<file path="src/rtl/conv2d_event_engine.sv">
// Event-driven KxK convolution: per spiking input channel, sweeps the kernel footprint and
// read-modify-writes packed membrane potentials, one position per cycle with a 1-cycle write stage.
module conv2d_event_engine #(
  parameter int COORD_BITS             = 8,
  parameter int IN_CHANNELS            = 4,
  parameter int OUT_CHANNELS           = 4,
  parameter int IMG_WIDTH              = 32,
  parameter int IMG_HEIGHT             = 32,
  parameter int BITS_PER_NEURON        = 8,
  parameter int BITS_PER_KERNEL_WEIGHT = 4,
  parameter int KERNEL_SIZE            = 3,
  parameter int SATURATE               = 1,
  localparam int KW_AW = (IN_CHANNELS*KERNEL_SIZE*KERNEL_SIZE > 1) ?
                         $clog2(IN_CHANNELS*KERNEL_SIZE*KERNEL_SIZE) : 1
) (
  input  logic                                        clk,
  input  logic                                        rst,
  input  logic                                        event_valid,
  output logic                                        event_ready,
  input  logic [COORD_BITS-1:0]                       event_x,
  input  logic [COORD_BITS-1:0]                       event_y,
  input  logic [IN_CHANNELS-1:0]                      event_spikes,
  output logic                                        fm_rd_en,
  output logic [COORD_BITS-1:0]                       fm_rd_x,
  output logic [COORD_BITS-1:0]                       fm_rd_y,
  input  logic [OUT_CHANNELS*BITS_PER_NEURON-1:0]     fm_rd_data,
  output logic                                        fm_wr_en,
  output logic [COORD_BITS-1:0]                       fm_wr_x,
  output logic [COORD_BITS-1:0]                       fm_wr_y,
  output logic [OUT_CHANNELS*BITS_PER_NEURON-1:0]     fm_wr_data,
  output logic                                        kw_en,
  output logic [KW_AW-1:0]                            kw_addr,
  input  logic [OUT_CHANNELS*BITS_PER_KERNEL_WEIGHT-1:0] kw_data,
  output logic                                        busy,
  output logic                                        done
);

  localparam int K   = KERNEL_SIZE;
  localparam int KK  = K * K;
  localparam int BPN = BITS_PER_NEURON;
  localparam int BKW = BITS_PER_KERNEL_WEIGHT;
  localparam int SW  = COORD_BITS + 2;
  localparam int CW  = (IN_CHANNELS > 1) ? $clog2(IN_CHANNELS) : 1;
  localparam int KCW = (K > 1) ? $clog2(K) : 1;

  localparam logic [KCW-1:0]       KMAX   = KCW'(K - 1);
  localparam logic signed [SW-1:0] HALF_S = SW'(K / 2);
  localparam logic signed [SW-1:0] W_LIM  = SW'(IMG_WIDTH);
  localparam logic signed [SW-1:0] H_LIM  = SW'(IMG_HEIGHT);
  localparam logic [BPN-1:0]       NMAX   = {1'b0, {(BPN-1){1'b1}}};
  localparam logic [BPN-1:0]       NMIN   = {1'b1, {(BPN-1){1'b0}}};

  typedef enum logic [1:0] {IDLE, SWEEP, DRAIN} state_t;

  state_t                  state_q, state_d;
  logic [COORD_BITS-1:0]   x_q, x_d, y_q, y_d;
  logic [IN_CHANNELS-1:0]  mask_q, mask_d;
  logic [KCW-1:0]          kx_q, kx_d, ky_q, ky_d;
  logic                    wr_vld_q, wr_vld_d;
  logic [COORD_BITS-1:0]   wr_x_q, wr_x_d, wr_y_q, wr_y_d;
  logic                    done_q, done_d;

  logic [CW-1:0]           chan;
  logic [IN_CHANNELS-1:0]  mask_clr;
  logic signed [SW-1:0]    tx, ty;
  logic                    in_bounds, hazard, issue, advance;
  logic [KW_AW-1:0]        kw_addr_calc;

  always_comb begin
    chan = '0;
    for (int i = IN_CHANNELS - 1; i >= 0; i--) begin
      if (mask_q[i]) chan = CW'(i);
    end
  end

  assign mask_clr = mask_q & ~(IN_CHANNELS'(1) << chan);

  // Extra two bits keep negative offsets and off-image events distinguishable from in-range coords.
  assign tx = signed'({2'b00, x_q}) + signed'(SW'(kx_q)) - HALF_S;
  assign ty = signed'({2'b00, y_q}) + signed'(SW'(ky_q)) - HALF_S;

  assign in_bounds = !tx[SW-1] && (tx < W_LIM) && !ty[SW-1] && (ty < H_LIM);
  assign hazard    = in_bounds && wr_vld_q &&
                     (wr_x_q == tx[COORD_BITS-1:0]) && (wr_y_q == ty[COORD_BITS-1:0]);
  assign issue     = (state_q == SWEEP) && in_bounds && !hazard;
  assign advance   = (state_q == SWEEP) && !hazard;

  assign kw_addr_calc = KW_AW'(int'(chan) * KK + int'(ky_q) * K + int'(kx_q));

  always_comb begin
    state_d  = state_q;
    x_d      = x_q;
    y_d      = y_q;
    mask_d   = mask_q;
    kx_d     = kx_q;
    ky_d     = ky_q;
    done_d   = 1'b0;
    wr_vld_d = issue;
    wr_x_d   = issue ? tx[COORD_BITS-1:0] : wr_x_q;
    wr_y_d   = issue ? ty[COORD_BITS-1:0] : wr_y_q;
    case (state_q)
      IDLE: begin
        if (event_valid) begin
          x_d    = event_x;
          y_d    = event_y;
          mask_d = event_spikes;
          kx_d   = '0;
          ky_d   = '0;
          if (event_spikes == '0) done_d  = 1'b1;
          else                    state_d = SWEEP;
        end
      end
      SWEEP: begin
        if (advance) begin
          if (kx_q == KMAX) begin
            kx_d = '0;
            if (ky_q == KMAX) begin
              ky_d   = '0;
              mask_d = mask_clr;
              if (mask_clr == '0) begin
                state_d = DRAIN;
                done_d  = 1'b1;
              end
            end else begin
              ky_d = ky_q + KCW'(1);
            end
          end else begin
            kx_d = kx_q + KCW'(1);
          end
        end
      end
      DRAIN:   state_d = IDLE;
      default: state_d = IDLE;
    endcase
  end

  always_ff @(posedge clk) begin
    if (rst) begin
      state_q  <= IDLE;
      x_q      <= '0;
      y_q      <= '0;
      mask_q   <= '0;
      kx_q     <= '0;
      ky_q     <= '0;
      wr_vld_q <= 1'b0;
      wr_x_q   <= '0;
      wr_y_q   <= '0;
      done_q   <= 1'b0;
    end else begin
      state_q  <= state_d;
      x_q      <= x_d;
      y_q      <= y_d;
      mask_q   <= mask_d;
      kx_q     <= kx_d;
      ky_q     <= ky_d;
      wr_vld_q <= wr_vld_d;
      wr_x_q   <= wr_x_d;
      wr_y_q   <= wr_y_d;
      done_q   <= done_d;
    end
  end

  assign event_ready = !rst && (state_q == IDLE);
  assign busy        = (state_q != IDLE);
  assign done        = done_q;

  assign fm_rd_en = issue;
  assign kw_en    = issue;
  assign fm_rd_x  = issue ? tx[COORD_BITS-1:0] : '0;
  assign fm_rd_y  = issue ? ty[COORD_BITS-1:0] : '0;
  assign kw_addr  = issue ? kw_addr_calc : '0;

  assign fm_wr_en = wr_vld_q;
  assign fm_wr_x  = wr_vld_q ? wr_x_q : '0;
  assign fm_wr_y  = wr_vld_q ? wr_y_q : '0;

  for (genvar o = 0; o < OUT_CHANNELS; o++) begin : g_lane
    logic [BPN-1:0] rd;
    logic [BKW-1:0] w;
    logic [BPN-1:0] lane;
    assign rd = fm_rd_data[o*BPN +: BPN];
    assign w  = kw_data[o*BKW +: BKW];
    if (SATURATE != 0) begin : g_sat
      logic [BPN:0] s;
      assign s    = {rd[BPN-1], rd} + {{(BPN+1-BKW){w[BKW-1]}}, w};
      assign lane = (s[BPN] != s[BPN-1]) ? (s[BPN] ? NMIN : NMAX) : s[BPN-1:0];
    end else begin : g_wrap
      assign lane = rd + {{(BPN-BKW){w[BKW-1]}}, w};
    end
    assign fm_wr_data[o*BPN +: BPN] = wr_vld_q ? lane : '0;
  end

endmodule

</file>
<file path="config.mk">
export PLATFORM = sky130hd
export DESIGN_NAME = conv2d_event_engine
export DESIGN_NICKNAME = d
export VERILOG_FILES = /design/src/rtl/conv2d_event_engine.sv
export SDC_FILE = /design/constraint.sdc
export NUM_CORES = 1
export LEC_CHECK = 0
export CORE_AREA = 2 2 137 112
export CTS_BUF_LIST = sky130_fd_sc_hd__clkbuf_4
export DETAILED_ROUTE_END_ITERATION = 8
export DIE_AREA = 0 0 139 114
export PLACE_DENSITY = 0.59
export SETUP_SLACK_MARGIN = 0.15
export SLEW_MARGIN = 30
export SYNTH_ARGS = -nofsm -noshare
export SYNTH_HDL_FRONTEND = slang
export SYNTH_SLANG_ARGS = --single-unit
</file>
<file path="constraint.sdc">
create_clock -name clk -period 5.6 [get_ports clk]
set_input_delay 1.12 -clock clk [delete_from_list [all_inputs] [get_ports clk]]
set_output_delay 1.12 -clock clk [all_outputs]
set_load 0.03 [all_outputs]
</file>
# Word-level counts from Yosys, hierarchy flattened
# Cells that the tools add are included.
totals:
  regBits: 44
  in_bits: 71
  out_inout_bits: 76
classes:
  addsub: 12
  multipliers: 2
  n_lt_le_gt_ge: 2
  eq_ne: 15
  n_shift: 1
  mux: 48
  bitwise: 2
  n_reduce_logical: 24
ops:
  columns: ["operator", "n"]
  rows:
  - ["8-bit 2-to-1 mux", 16]
  - ["8-bit by 4-bit adder with 9-bit output", 4]
  - ["2-bit 2-to-1 mux", 16]
  - ["10-bit by 7-bit less-than comparator with 1-bit output, second input constant", 2]
  - ["9-bit by 1-bit subtractor with 10-bit output, second input constant", 2]
  - ["8-bit by 2-bit adder with 9-bit output", 2]
  - ["8-bit == test", 2]
  - ["4-bit 2-to-1 mux", 4]
  - ["2-bit case mux with 2 select lines", 3]
  - ["1-bit logical AND", 10]
  - ["4-bit zero test", 2]
  - ["4-bit case mux with 2 select lines", 1]
  - ["6-bit by 2-bit adder with 6-bit output", 1]
  - ["6-bit by 4-bit adder with 6-bit output", 1]
  - ["2-bit by 4-bit multiplier with 6-bit output, second input constant", 1]
  - ["1-bit 2-to-1 mux", 6]
  - ["6-bit 2-to-1 mux", 1]
  - ["2-bit by 1-bit inequality test with 1-bit output, second input constant", 3]
  - ["2-bit inequality test, second input constant", 3]
  - ["6-bit AND reduction", 1]
  - ["5-bit AND reduction", 1]
  - ["2-bit by 1-bit adder with 2-bit output, second input constant", 2]
  - ["4-bit AND", 1]
  - ["2-bit == test, second input constant", 2]
  - ["other kinds (12)", 19]

# Logic depth before layout (Yosys ltp)
# Gate-level depths: netlist (run 1).
depth:
  ltp_word: 13
  ltp_mapped: 14

# Worst setup path before layout (run 1)
# Ideal clock, no wire load.
synth_path:
  path_type: "flip-flop to output port"
  from: "register ky_q[1]"
  to: "output kw_addr[5]"
  arrival_ns: 3.791
  t_required_ns: 4.480
  path_slack_ns: 0.689
  stages_incl_launch_ff: 14
  path_buffers: 1
  path_cell_list: "dfxtp_1 > inv_1 > ha_1 > inv_1 > ha_1 > fa_1 > a21o_1 > a311o_1 > and4_1 > o2111ai_1 > nor4_4 > nor3b_2 > buf_6 > nor3b_1"
synth_via:
  elab_chain_cells: 11
synth_lines:
  columns: ["element", "line", "text"]
  rows:
  - ["start, declared", "58", "logic [KCW-1:0] kx_q, kx_d, ky_q, ky_d;"]
  - ["start signal, assigned", "155", "ky_q <= ky_d;"]
  - ["parallel branches: the longest is 10 deep, another holds 9-bit by 1-bit subtractor with 10-bit output", null, null]
  - ["6-bit 2-to-1 mux *", "171", "assign kw_addr = issue ? kw_addr_calc : '0;"]
  - ["end, declared", "32", "output logic [KW_AW-1:0] kw_addr,"]
# Every way passes the cells marked *.

# Worst setup path in the final report (run 1)
layout_path:
  from: "input fm_rd_data[8]"
  to: "output fm_wr_data[12]"
layout_via:
  elab_chain_cells: 4
layout_lines:
  columns: ["element", "line", "text"]
  rows:
  - ["start, declared", "26", "input logic [OUT_CHANNELS*BITS_PER_NEURON-1:0] fm_rd_data,"]
  - ["8-bit by 4-bit adder with 9-bit output *", "185", "assign s = {rd[BPN-1], rd} + {{(BPN+1-BKW){w[BKW-1]}}, w};"]
  - ["8-bit 2-to-1 mux / 1-bit inequality test (equally long branches)", "186", "assign lane = (s[BPN] != s[BPN-1]) ? (s[BPN] ? NMIN : NMAX) : s[BPN-1:0];"]
  - ["8-bit 2-to-1 mux *", "186", null]
  - ["8-bit 2-to-1 mux *", "190", "assign fm_wr_data[o*BPN +: BPN] = wr_vld_q ? lane : '0;"]
  - ["end, declared", "30", "output logic [OUT_CHANNELS*BITS_PER_NEURON-1:0] fm_wr_data,"]
# Every way passes the cells marked *; elsewhere a longest branch is shown, timed or not.

==> results.md, run 1 <==
- Via count of the first global-routing pass: roughly 4800
- Areal power density over the cells: 152 nW/um^2
- Multiplexer fraction of the synthesized cell area: 2.21%
- Floorplan die area: ~16000 sq um
- Netlist area before placement: between 4000 and 5000 sq um
- Number of buffers created by CTS: 5
- Slew @ Worst Pin: 0.682 ns
- Share of final-layout standard cells stronger than drive strength 1: 5.12%
- Number of levels in the clock H-tree: 2
- Synthesis Warnings: 0
- Number of synthesized flops with an enable pin: 0
- Routed WL: 13800 um
- Run status: complete, no violations
- Overflow left after global routing: 0
- Startpoint class of the critical path: primary input
- Max rail drop VDD: about 0.086 mV
- Site Rows: 40
- Worst slew slack as a fraction of its limit: between 50% and 60%
- XOR/XNOR Fraction of Synth Area: 7.47%
- Crit-path max FO: 7
- Final net count: 900
- Share of the yosys chip area belonging to registers: 17.7%
- Fin crit share: 95.0%
- Effective utilization at floorplan: 34.1%
- DP Wirelength: 11200 um
- Portion of synthesized cell area occupied by the leading cell type: 17.7%
- Final std cell area, no fill: 6570 sq um
- Largest area contributor in the synthesized netlist: sky130_fd_sc_hd__dfxtp_1
- DR DRC count: 0
- Number of cells in the finished layout apart from fillers: 950
- Upper clock frequency limit: 188 MHz
- Clock tree root driver cell: sky130_fd_sc_hd__clkbuf_4
- CORE AREA: 14600 sq um
- Post-synthesis simple-gate area fraction: 20.5%
- Placement-stage cell area: 6520 sq um
- I/O pins: 147
- Post-synthesis adder-cell area fraction: 19.0%
- Total clock sinks: 44
- Hold Worst Slack: 0.465 ns
- Reported max-cap violation count: 0
- Final routed wire length divided by cell count: between 10 and 15 um
- Setup violators final: 0
- Class of the most critical hold timing path: reg -> reg
- Largest clock skew in the final design: ~0.013 ns
- Diode count: 0
- Hold violation count in the final report: 0
- Share of flip-flops with an asynchronous set or reset after synthesis: 0%
- Largest net degree at the start of global routing: 43
- Clock tree from TritonCTS: yes
- Clk Latency, worst-skew pair: around 0.37 ns
- Fill cells: 1436
- CP endpoint kind: primary output
- Length of the first detailed-routing pass in iterations: 4
- Vias per std cell: a little over 5
- Overall die height: 114 um
- Post-DRT Antenna Nets: 0
- Hold buffer count at cts: 0
- First-pass GRT wire length: 23100 um
- Critical path data arrival time: 4.20 ns
- Main area contributors after synthesis: sky130_fd_sc_hd__dfxtp_1 18%, sky130_fd_sc_hd__ha_1 15%, sky130_fd_sc_hd__a21oi_1 5.4%, sky130_fd_sc_hd__xnor2_1 5.1%, sky130_fd_sc_hd__o21a_1 4.7%
- All-Layer GR Usage: 17.4%
- Area overhead of the layout relative to synthesis: 31.8%
- Final min period: 5.32 ns
- Pins over their slew limit: 0
- Vias: 4857
- Critical path class: in -> out
- Horiz. Die Dim: around 140 um
- Data required time of the worst path: approximately 4.5 ns
- Flip-flop cell with the highest count after synthesis: sky130_fd_sc_hd__dfxtp_1
- Final sum of negative setup slack: 0 ns
- Final estimated routing congestion in global placement: just under 0.9
- Avg Inst Size Synth: 7.89 sq um
- Buffer levels on the longest clock path: 2
- Count of buffers from port buffering: 140
- RSZ-0062 raised after global routing: false
- Largest family of logic cells by synthesized area: compound AO/OA/AOI/OAI gates
- Leakage power: 2.85 nW
- Number of antenna violations at the first check in global routing: 0
- Count of unique library cells instantiated by Yosys: 66
- Initial detailed-routing violation count: 210
- Post-Synthesis Cells: approximately 630
- Placed insts: 942
- Clock-pin slew on the worst setup and hold paths: 0.14 ns
- Seq cells post-synth: 44
- Share of the synthesized area in compound gates (AO/OA/AOI/OAI): 25.0%
[worst max-delay path, cell delays in order]
cell                              delay, ns
sky130_fd_sc_hd__clkdlybuf4s50_1       0.40
sky130_fd_sc_hd__ha_1                  0.23
sky130_fd_sc_hd__fa_1                  0.40
sky130_fd_sc_hd__a21o_1                0.20
sky130_fd_sc_hd__a21oi_1               0.24
sky130_fd_sc_hd__o21bai_1              0.09
sky130_fd_sc_hd__a21oi_1               0.28
sky130_fd_sc_hd__o211ai_1              0.15
sky130_fd_sc_hd__o21ai_0               0.11
sky130_fd_sc_hd__a21boi_1              0.09
sky130_fd_sc_hd__buf_4                 0.17
sky130_fd_sc_hd__o21a_1                0.11
sky130_fd_sc_hd__clkdlybuf4s50_1       0.59
[synthesized netlist by cell type, drive strengths merged (11+ instances only)]
library cell and n:
a21o 19, a21oi 55, and2 34, buf 17, clkbuf 13, dfxtp 44
ha 59, inv 57, mux2i 11, nand2 40, nor2 41, nor2b 15
nor3 14, nor4 11, o21a 31, o21ai 20, xnor2 29, xor2 11
[cells by family (layout without fill, tap and decap cells)]
group	count (synthesis)	after routing
compound gates	184	184
xor+xnor	41	41
simple gates	194	194
mux	11	11
fa+ha+maj	70	70
other cells	1	6
flops	44	44
buf+inv	87	211
[worst paths after layout]
| kind | startpoint | to | slack [ns] | depth (start not counted) |
|---|---|---|---|---|
| worst max-delay path | fm_rd_data[8] | fm_wr_data[12] | 0.28 | 13 |
| worst min register to register | y_q[1] | y_q[1] | 0.47 | 2 |
| worst max register to register | ky_q[1] | ky_q[0] | 1.82 | 13 |
| worst min-delay path | y_q[1] | y_q[1] | 0.47 | 2 |
[per-layer routing]
layer / part of all wire, % / wire length (um) / GRT usage (%) / up-vias
li1: - / - / - / 2474
met2: 45 / 6200 / 29.2 / 144
met4: 1.5 / 208 / 4.24 / 0
met3: 4.2 / 584 / 2.69 / 18
met5: 0 / 0 / 0 / -
met1: 49 / 6840 / 23.6 / 2221
[what timing repair did]
item | in CTS | in global routing
gates resized for setup | 16 | 45
buffers inserted | 0 | 0
pin swaps | 0 | 0
endpoints found under the setup margin | 16 | 46
[sequential cells by signal, summed over array words and instances (netlist names)]
signal and count:
kx_q 2, done 1, wr_x_q 8, state_q 2, ky_q 2, wr_y_q 8
mask_q 4, fm_wr_en 1, y_q 8, x_q 8
[stage by stage]
stage	worst slack (ns)	utilization, %	total power, mW
after CTS	0.153	45.0	1.01
after floorplan	0.689	-	0.673
after global routing	0.151	45.0	1.08
after detailed placement	0.156	44.6	0.800
final	0.279	45.0	1.00
after global placement	0.273	44.6	0.790
[where the power goes]
group	switching [mW]	internal, mW
clock network	0.111	0.0913
registers	0.0102	0.324
logic	0.253	0.212
[layout make-up]
class                   instances  area (sq um)  area share [%]
clock inverters                 3          37.5           0.571
repair buffers                146          1410            21.5
inverters                      57           214            3.25
flip-flops and latches         44           881            13.4
multi-input cells             506          3750            57.1
clock buffers                   5          37.5           0.571
well taps                     189           236            3.60
[placed cells by master, fill, tap and decap left out, types with 15 or more instances in the layout]
cell type,Yosys,routed
sky130_fd_sc_hd__clkdlybuf4s50_1,0,116
sky130_fd_sc_hd__ha_1,59,59
sky130_fd_sc_hd__inv_1,57,57
sky130_fd_sc_hd__a21oi_1,54,50
sky130_fd_sc_hd__dfxtp_1,44,44
sky130_fd_sc_hd__nor2_1,41,41
sky130_fd_sc_hd__nand2_1,40,40
sky130_fd_sc_hd__and2_1,34,33
sky130_fd_sc_hd__o21a_1,31,31
sky130_fd_sc_hd__xnor2_1,29,29
sky130_fd_sc_hd__a21o_1,19,19
sky130_fd_sc_hd__o21ai_0,20,19
sky130_fd_sc_hd__nor2b_1,15,15
No activity file was read; power rests on OpenSTA's default activity.
==> run 2, diff against run 1 <==
Settings changed: ABC_AREA set to 1, CORE_AREA 2 2 137 112 to 2 2 135 110, DIE_AREA 0 0 139 114 to 0 0 137 112.
==> run 2 against run 1 <==
Wire length fell by 8.1%. Critical endpoint is now fm_rd_x[3]. First-iteration DRC count fell by 37%. Fmax is 2.0% higher.
==> results.md, run 2 <==
- Length of the first detailed-routing pass in iterations: 4
- Reported max-cap violation count: 0
- Final cell utilization of the core: 46.1%
- Horiz. Die Dim: 137 um
- DP Wirelength: about 10000 um
- Clock-pin slew on the worst setup and hold paths: about 0.15 ns
- Number of antenna violations at the first check in global routing: 0
- Clock tree root driver cell: sky130_fd_sc_hd__clkbuf_4
- Metal2 WL: 5270 um
- Share of flip-flops with an asynchronous set or reset after synthesis: 0%
- Most repeated cell in the gate-level netlist after synthesis: sky130_fd_sc_hd__nand2_1
- Number of cells in the finished layout apart from fillers: between 1000 and 1500
- Placed insts: 1057
- Uppermost layer routed: met4
- Class of the most critical hold timing path: reg -> reg
- Fill cells: 1518
- Critical path class: reg -> out
- Flip-flop cell with the highest count after synthesis: sky130_fd_sc_hd__dfxtp_1
- Main area contributors after synthesis: sky130_fd_sc_hd__dfxtp_1 18%, sky130_fd_sc_hd__ha_1 15%, sky130_fd_sc_hd__nand2_1 14%, sky130_fd_sc_hd__inv_1 9.8%, sky130_fd_sc_hd__a21oi_1 7.8%
- Setup violators final: 0
- Hold violation count in the final report: 0
- Final routed wire length divided by cell count: approximately 12 um
- Detailed-routed wire length on met3: approximately 800 um
- Worst slew slack as a fraction of its limit: approximately half
- Overflow left after global routing: 0
- FF-to-FF End: wr_y_q[1]
- Largest clock skew in the final design: 0.0128 ns
- Share of final-layout standard cells stronger than drive strength 1: 7.26%
- Final sum of negative setup slack: 0 ns
- Share of the yosys chip area belonging to registers: between 10% and 20%
- CP endpoint kind: primary output
- Final estimated routing congestion in global placement: 0.797
- Wire length the detailed router placed on met1: 6610 um
- Count of unique library cells instantiated by Yosys: 37
- Number of levels in the clock H-tree: 2
- CP cell instances: inv_1 -> ha_1 -> inv_1 -> ha_1 -> fa_1 -> nand2_2 -> nand2_2 -> nand3_2 -> nand2_2 -> nand2_2 -> nand2_1 -> nor2_2 -> nand3_2 -> nor2_4 -> nand3_4 -> inv_6 -> nand3_1 -> inv_1 -> clkdlybuf4s50_1
- Slew @ Worst Pin: 0.759 ns
- Clk Latency, worst-skew pair: 0.36 ns
- Diode count: 0
- I/O pins: 147
- Data required time of the worst path: 4.48 ns
- Seq cells post-synth: 44
- Synthesis Warnings: 0
- Startpoint of the worst hold path: y_q[0]
- Leakage power: approximately 3.4 nW
- Worst slack at placement: 0.255 ns
- DR DRC count: 0
- Number of synthesized flops with an enable pin: 0
- Final net count: 1020
- Portion of synthesized cell area occupied by the leading cell type: between 10% and 20%
- Launch point of the worst reg-to-reg path: kx_q[1]
- Clock tree from TritonCTS: yes
- Area overhead of the layout relative to synthesis: 34.8%
- Most frequent cells after synthesis: 175 x sky130_fd_sc_hd__nand2_1, 125 x sky130_fd_sc_hd__inv_1, 75 x sky130_fd_sc_hd__a21oi_1, 68 x sky130_fd_sc_hd__nor2_1, 59 x sky130_fd_sc_hd__ha_1
- Avg Inst Size Synth: 6.47 sq um
- Largest area contributor in the synthesized netlist: sky130_fd_sc_hd__dfxtp_1
- Pins over their slew limit: 0
- Vias per std cell: 4.49
- Post-Synthesis Cells: 743
- Placement-stage cell area: around 6400 sq um
- Count of buffers from port buffering: 140
- Number of buffers created by CTS: 5
- Startpoint class of the critical path: flop
- Hold Path End: y_q[0]
- Final min period: 5.22 ns
- Cell seen most often among critical-path stages: sky130_fd_sc_hd__nand2_2
- Reg-to-reg setup timing slack: 2.30 ns
- Largest net degree at the start of global routing: 26
- Fin crit share: 93.2%
- Critical path data arrival time: around 4 ns
- CORE AREA: approximately 14000 sq um
- Floorplan die area: approximately 15000 sq um
- Effective utilization at floorplan: 34.2%
- Via count of the first global-routing pass: 4407
- Site Rows: 39
- Worst-path cell with the longest stage delay: sky130_fd_sc_hd__clkdlybuf4s50_1
- RSZ-0062 raised after global routing: true
- Total clock sinks: 44
- Post-DRT Antenna Nets: 0
- First-pass GRT wire length: 20800 um
- Routed WL: 12700 um
- Cell depth of the worst flop-to-flop path: 20
- Crit-path max FO: 14
- Peak per-stage delay on the critical path: 0.67 ns
- Vias: 4777
- Final std cell area, no fill: 6480 sq um
- Run status: complete, no violations
- Commonest cells after routing, fill and taps aside: 175 x sky130_fd_sc_hd__nand2_1, 128 x sky130_fd_sc_hd__clkdlybuf4s50_1, 125 x sky130_fd_sc_hd__inv_1
- Max rail drop VDD: 0.158 mV
- Areal power density over the cells: 249 nW/um^2
- Initial detailed-routing violation count: 133
- Buffer levels on the longest clock path: 2
- All-Layer GR Usage: 16.3%
- Worst Hold Depth: 2
- Upper clock frequency limit: 192 MHz
- Hold buffer count at cts: 0
- Commonest non-fill, non-tap cell in the layout: sky130_fd_sc_hd__nand2_1
- Hold Worst Slack: 0.478 ns
- Total power after layout: 1.61 mW
- Overall die height: 112 um
- Netlist area before placement: approximately 4800 sq um
- Post-route worst setup slack: 0.382 ns
==> run 2: logic make-up after synthesis <==
group                      after synthesis  share of synthesized area, %
other                                    1                        0.0780
adders and majority gates               69                          19.5
and+or+nand+nor                        346                          32.7
xor gates and xnor gates                21                          3.83
DFF                                     44                          18.3
buffers and inverters                  145                          12.5
AOI/OAI and AO/OA                      117                          13.0
==> run 2: worst max path at each step <==
stage / startpoint / end / slack (ns) / cells after the start
after global routing: ky_q[1] / fm_rd_x[3] / 0.04 / 19
after global placement: fm_rd_data[24] / fm_wr_data[30] / 0.24 / 16
final: ky_q[1] / fm_rd_x[3] / 0.38 / 19
after floorplan: fm_rd_data[24] / fm_wr_data[30] / 1.29 / 14
after CTS: fm_rd_data[24] / fm_wr_data[30] / 0.25 / 16
after detailed placement: fm_rd_data[24] / fm_wr_data[30] / 0.26 / 16
==> run 2: final cells by class <==
class | count | area, sq um | share of cell area (%)
repair buffers | 144 | 1460 | 22.5
flip-flops and latches | 44 | 881 | 13.6
well taps | 184 | 230 | 3.55
clock inverters | 2 | 11.3 | 0.174
multi-input cells | 559 | 3380 | 52.1
clock buffers | 6 | 45.0 | 0.695
inverters | 126 | 478 | 7.37
==> run 2: metal layers <==
layer / vias to the layer above / GRT usage, %
li1: 2608 / -
met5: - / 0
met4: 0 / 2.20
met2: 115 / 26.0
met1: 2052 / 24.1
met3: 2 / 2.09
==> run 2: critical path: cells and delay by family, from the launching register on <==
kind,cells,cell delay (ns)
buf+inv,5,1.16
simple gates,11,1.24
fa+ha+maj,3,0.91
flops,1,0.43
==> run 2: report_power, final <==
group / leakage, nW / internal (mW) / switching, mW / total [mW]
Sequential: 0.360 / 0.356 / 0.0308 / 0.387
Combinational: 3.03 / 0.409 / 0.650 / 1.06
Clock: 0.0293 / 0.0529 / 0.112 / 0.165
Total: 3.42 / 0.818 / 0.794 / 1.61
==> run 2: timing repair <==
action                     CTS  global route
gates resized for setup      0            17
buffers inserted             0             0
setup endpoints to repair    0            39
==> run 3, diff against run 2 <==
Settings changed: CORE_AREA 2 2 135 110 to 2 2 119 98, DIE_AREA 0 0 137 112 to 0 0 121 100, PLACE_DENSITY 0.59 to 0.76.
Clock period 5.6 ns to 4.2 ns, I/O delays scaled along.
==> run 3 against run 2 <==
Non-clock buffer count is 44 higher. Clock skew is 0.0047 ns higher. Power is 60% higher. Via count is 8.9% higher. Sequential share of layout area is 1.3 points lower. Utilization is 19 points higher. Sequential power is 34% higher. Wire length is 9.2% higher. Clock power is 68% higher.
==> results.md, run 3 (same netlist as run 2, synthesis figures left out) <==
- Placement-stage cell area: 6290 sq um
- Final estimated routing congestion in global placement: 0.861
- Worst slew slack as a fraction of its limit: a little under half
- Reg-to-reg setup timing slack: 1.02 ns
- Vias per std cell: 4.85
- Final sum of negative setup slack: 0 ns
- Reported max-cap violation count: 0
- Areal power density over the cells: 357 nW/um^2
- Max rail drop VDD: ~0.38 mV
- Floorplan die area: 12100 sq um
- Clock-pin slew on the worst setup and hold paths: 0.15 ns
- Startpoint of the worst hold path: y_q[0]
- All-Layer GR Usage: 20.8%
- Data required time of the worst path: 3.36 ns
- Initial detailed-routing violation count: 263
- First-pass GRT wire length: 21000 um
- Launch point of the worst reg-to-reg path: kx_q[1]
- Crit-path max FO: 14
- Number of antenna violations at the first check in global routing: 0
- Site Rows: 35
- Number of levels in the clock H-tree: 2
- CORE AREA: 11100 sq um
- Run status: complete, no violations
- Clock tree root driver cell: sky130_fd_sc_hd__clkbuf_4
- Vias: 5200
- Clk Latency, worst-skew pair: 0.38 ns
- Total clock sinks: 44
- Fill cells: 947
- Startpoint class of the critical path: flop
- Post-DRT Antenna Nets: 0
- RSZ-0062 raised after global routing: true
- FF-to-FF End: wr_y_q[0]
- Buffer levels on the longest clock path: 2
- Hold Path End: y_q[0]
- I/O pins: around 150
- Cell depth of the worst flop-to-flop path: 23
- Hold buffer count at cts: 0
- Effective utilization at floorplan: 43.4%
- Diode count: 0
- Critical path class: reg -> out
- Class of the most critical hold timing path: reg -> reg
- DP Wirelength: about 10000 um
- Multi-input gate area in the final layout: 3840 sq um
- Worst Hold Depth: 2
- Count of buffers from port buffering: 140
- Worst slack at placement: 0.0146 ns
- Routed WL: 13900 um
- Overflow left after global routing: 0
- Final routed wire length divided by cell count: approximately 13 um
- Slew @ Worst Pin: 0.814 ns
- Final min period: 4.11 ns
- Largest clock skew in the final design: 0.0175 ns
- CP endpoint kind: primary output
- Via count of the first global-routing pass: 4714
- Commonest cells after routing, fill and taps aside: 157 x sky130_fd_sc_hd__nand2_1, 108 x sky130_fd_sc_hd__inv_1, 81 x sky130_fd_sc_hd__buf_4
- Share of final-layout standard cells stronger than drive strength 1: 27.9%
- Final net count: approximately 1100
- DR DRC count: 0
- Overall die height: 100 um
- Leakage power: roughly 3.7 nW
- Pins over their slew limit: 0
- Upper clock frequency limit: approximately 240 MHz
- Critical path data arrival time: between 3 and 4 ns
- Total power after layout: 2.58 mW
- Fin crit share: 97.7%
- Area overhead of the layout relative to synthesis: 50.4%
- Commonest non-fill, non-tap cell in the layout: sky130_fd_sc_hd__nand2_1
- Post-route worst setup slack: around 0.095 ns
- Hold Worst Slack: 0.481 ns
- Final std cell area, no fill: 7230 sq um
- Length of the first detailed-routing pass in iterations: 4
- Horiz. Die Dim: 121 um
- Hold violation count in the final report: 0
- Largest net degree at the start of global routing: 34
- Setup violators final: 0
- Number of buffers created by CTS: 5
- Total area of sequential cells: 886 sq um
- Clock tree from TritonCTS: yes
-- run 3: final cells by class --
type	instances	share of cell area [%]
Tap cell	148	2.56
Inverter	126	6.75
Timing Repair Buffer	188	24.3
Sequential cell	44	12.3
Clock buffer	5	0.519
Clock inverter	3	0.588
Multi-Input combinational cell	559	53.1
-- run 3: repair_timing --
action                                  CTS  global route
gates cloned                              0             0
resized for setup                        35           132
pin swaps                                15            53
endpoints found under the setup margin   38            48
hold endpoints to repair                  0             0
setup buffers                            14            20
-- run 3: where the power goes --
part / switching, mW / internal (mW) / leakage, nW / total [mW]
clock: 0.153 / 0.124 / 0.0412 / 0.277
sequential: 0.0403 / 0.478 / 0.361 / 0.518
combinational: 1.04 / 0.743 / 3.30 / 1.79
-- run 3: per-stage QoR --
step / cells / util, %
after floorplan: 748 / -
after global placement: 1031 / 56.7
after detailed placement: 1031 / 56.7
after CTS: 1053 / 59.3
after global routing: 1073 / 65.3
final: 1073 / 65.3
-- run 3: how the worst max path moves through the flow --
stage	cells past startpoint	slack, ns	endpoint	startpoint
6_report	21	0.09	fm_rd_y[3]	kx_q[1]
5_1_grt	21	-0.04	fm_rd_x[0]	kx_q[1]
2_1_floorplan	17	0.30	kw_addr[5]	ky_q[1]
3_5_place_dp	17	0.01	fm_wr_data[28]	fm_rd_data[24]
4_1_cts	21	0.05	kw_addr[2]	kx_q[1]
3_3_place_gp	17	0.05	fm_wr_data[10]	fm_rd_data[8]
-- run 3: critical path, stage by stage (launching register included) --
cell and delay [ns]:
sky130_fd_sc_hd__dfxtp_2 0.37, sky130_fd_sc_hd__inv_2 0.06, sky130_fd_sc_hd__ha_4 0.27, sky130_fd_sc_hd__inv_4 0.03
sky130_fd_sc_hd__ha_4 0.15, sky130_fd_sc_hd__fa_2 0.56, sky130_fd_sc_hd__inv_2 0.06, sky130_fd_sc_hd__nand2_1 0.06
sky130_fd_sc_hd__nand2_1 0.05, sky130_fd_sc_hd__nor2_1 0.07, sky130_fd_sc_hd__nand2_1 0.06, sky130_fd_sc_hd__nor2_1 0.09
sky130_fd_sc_hd__nand3_1 0.09, sky130_fd_sc_hd__nor2_2 0.11, sky130_fd_sc_hd__nand3_2 0.13, sky130_fd_sc_hd__nor2_4 0.12
sky130_fd_sc_hd__nand2_2 0.07, sky130_fd_sc_hd__nand3_4 0.13, sky130_fd_sc_hd__inv_8 0.11, sky130_fd_sc_hd__nand3_1 0.10
sky130_fd_sc_hd__inv_1 0.04, sky130_fd_sc_hd__buf_4 0.16
-- run 3: metal layers --
layer / global-route usage [%] / vias up / share of wire [%]
met2: 34.7 / 150 / 46
li1: - / 2702 / -
met1: 28.4 / 2340 / 47
met4: 4.56 / 0 / 0.91
met5: 0 / - / 0
met3: 3.47 / 8 / 6.4
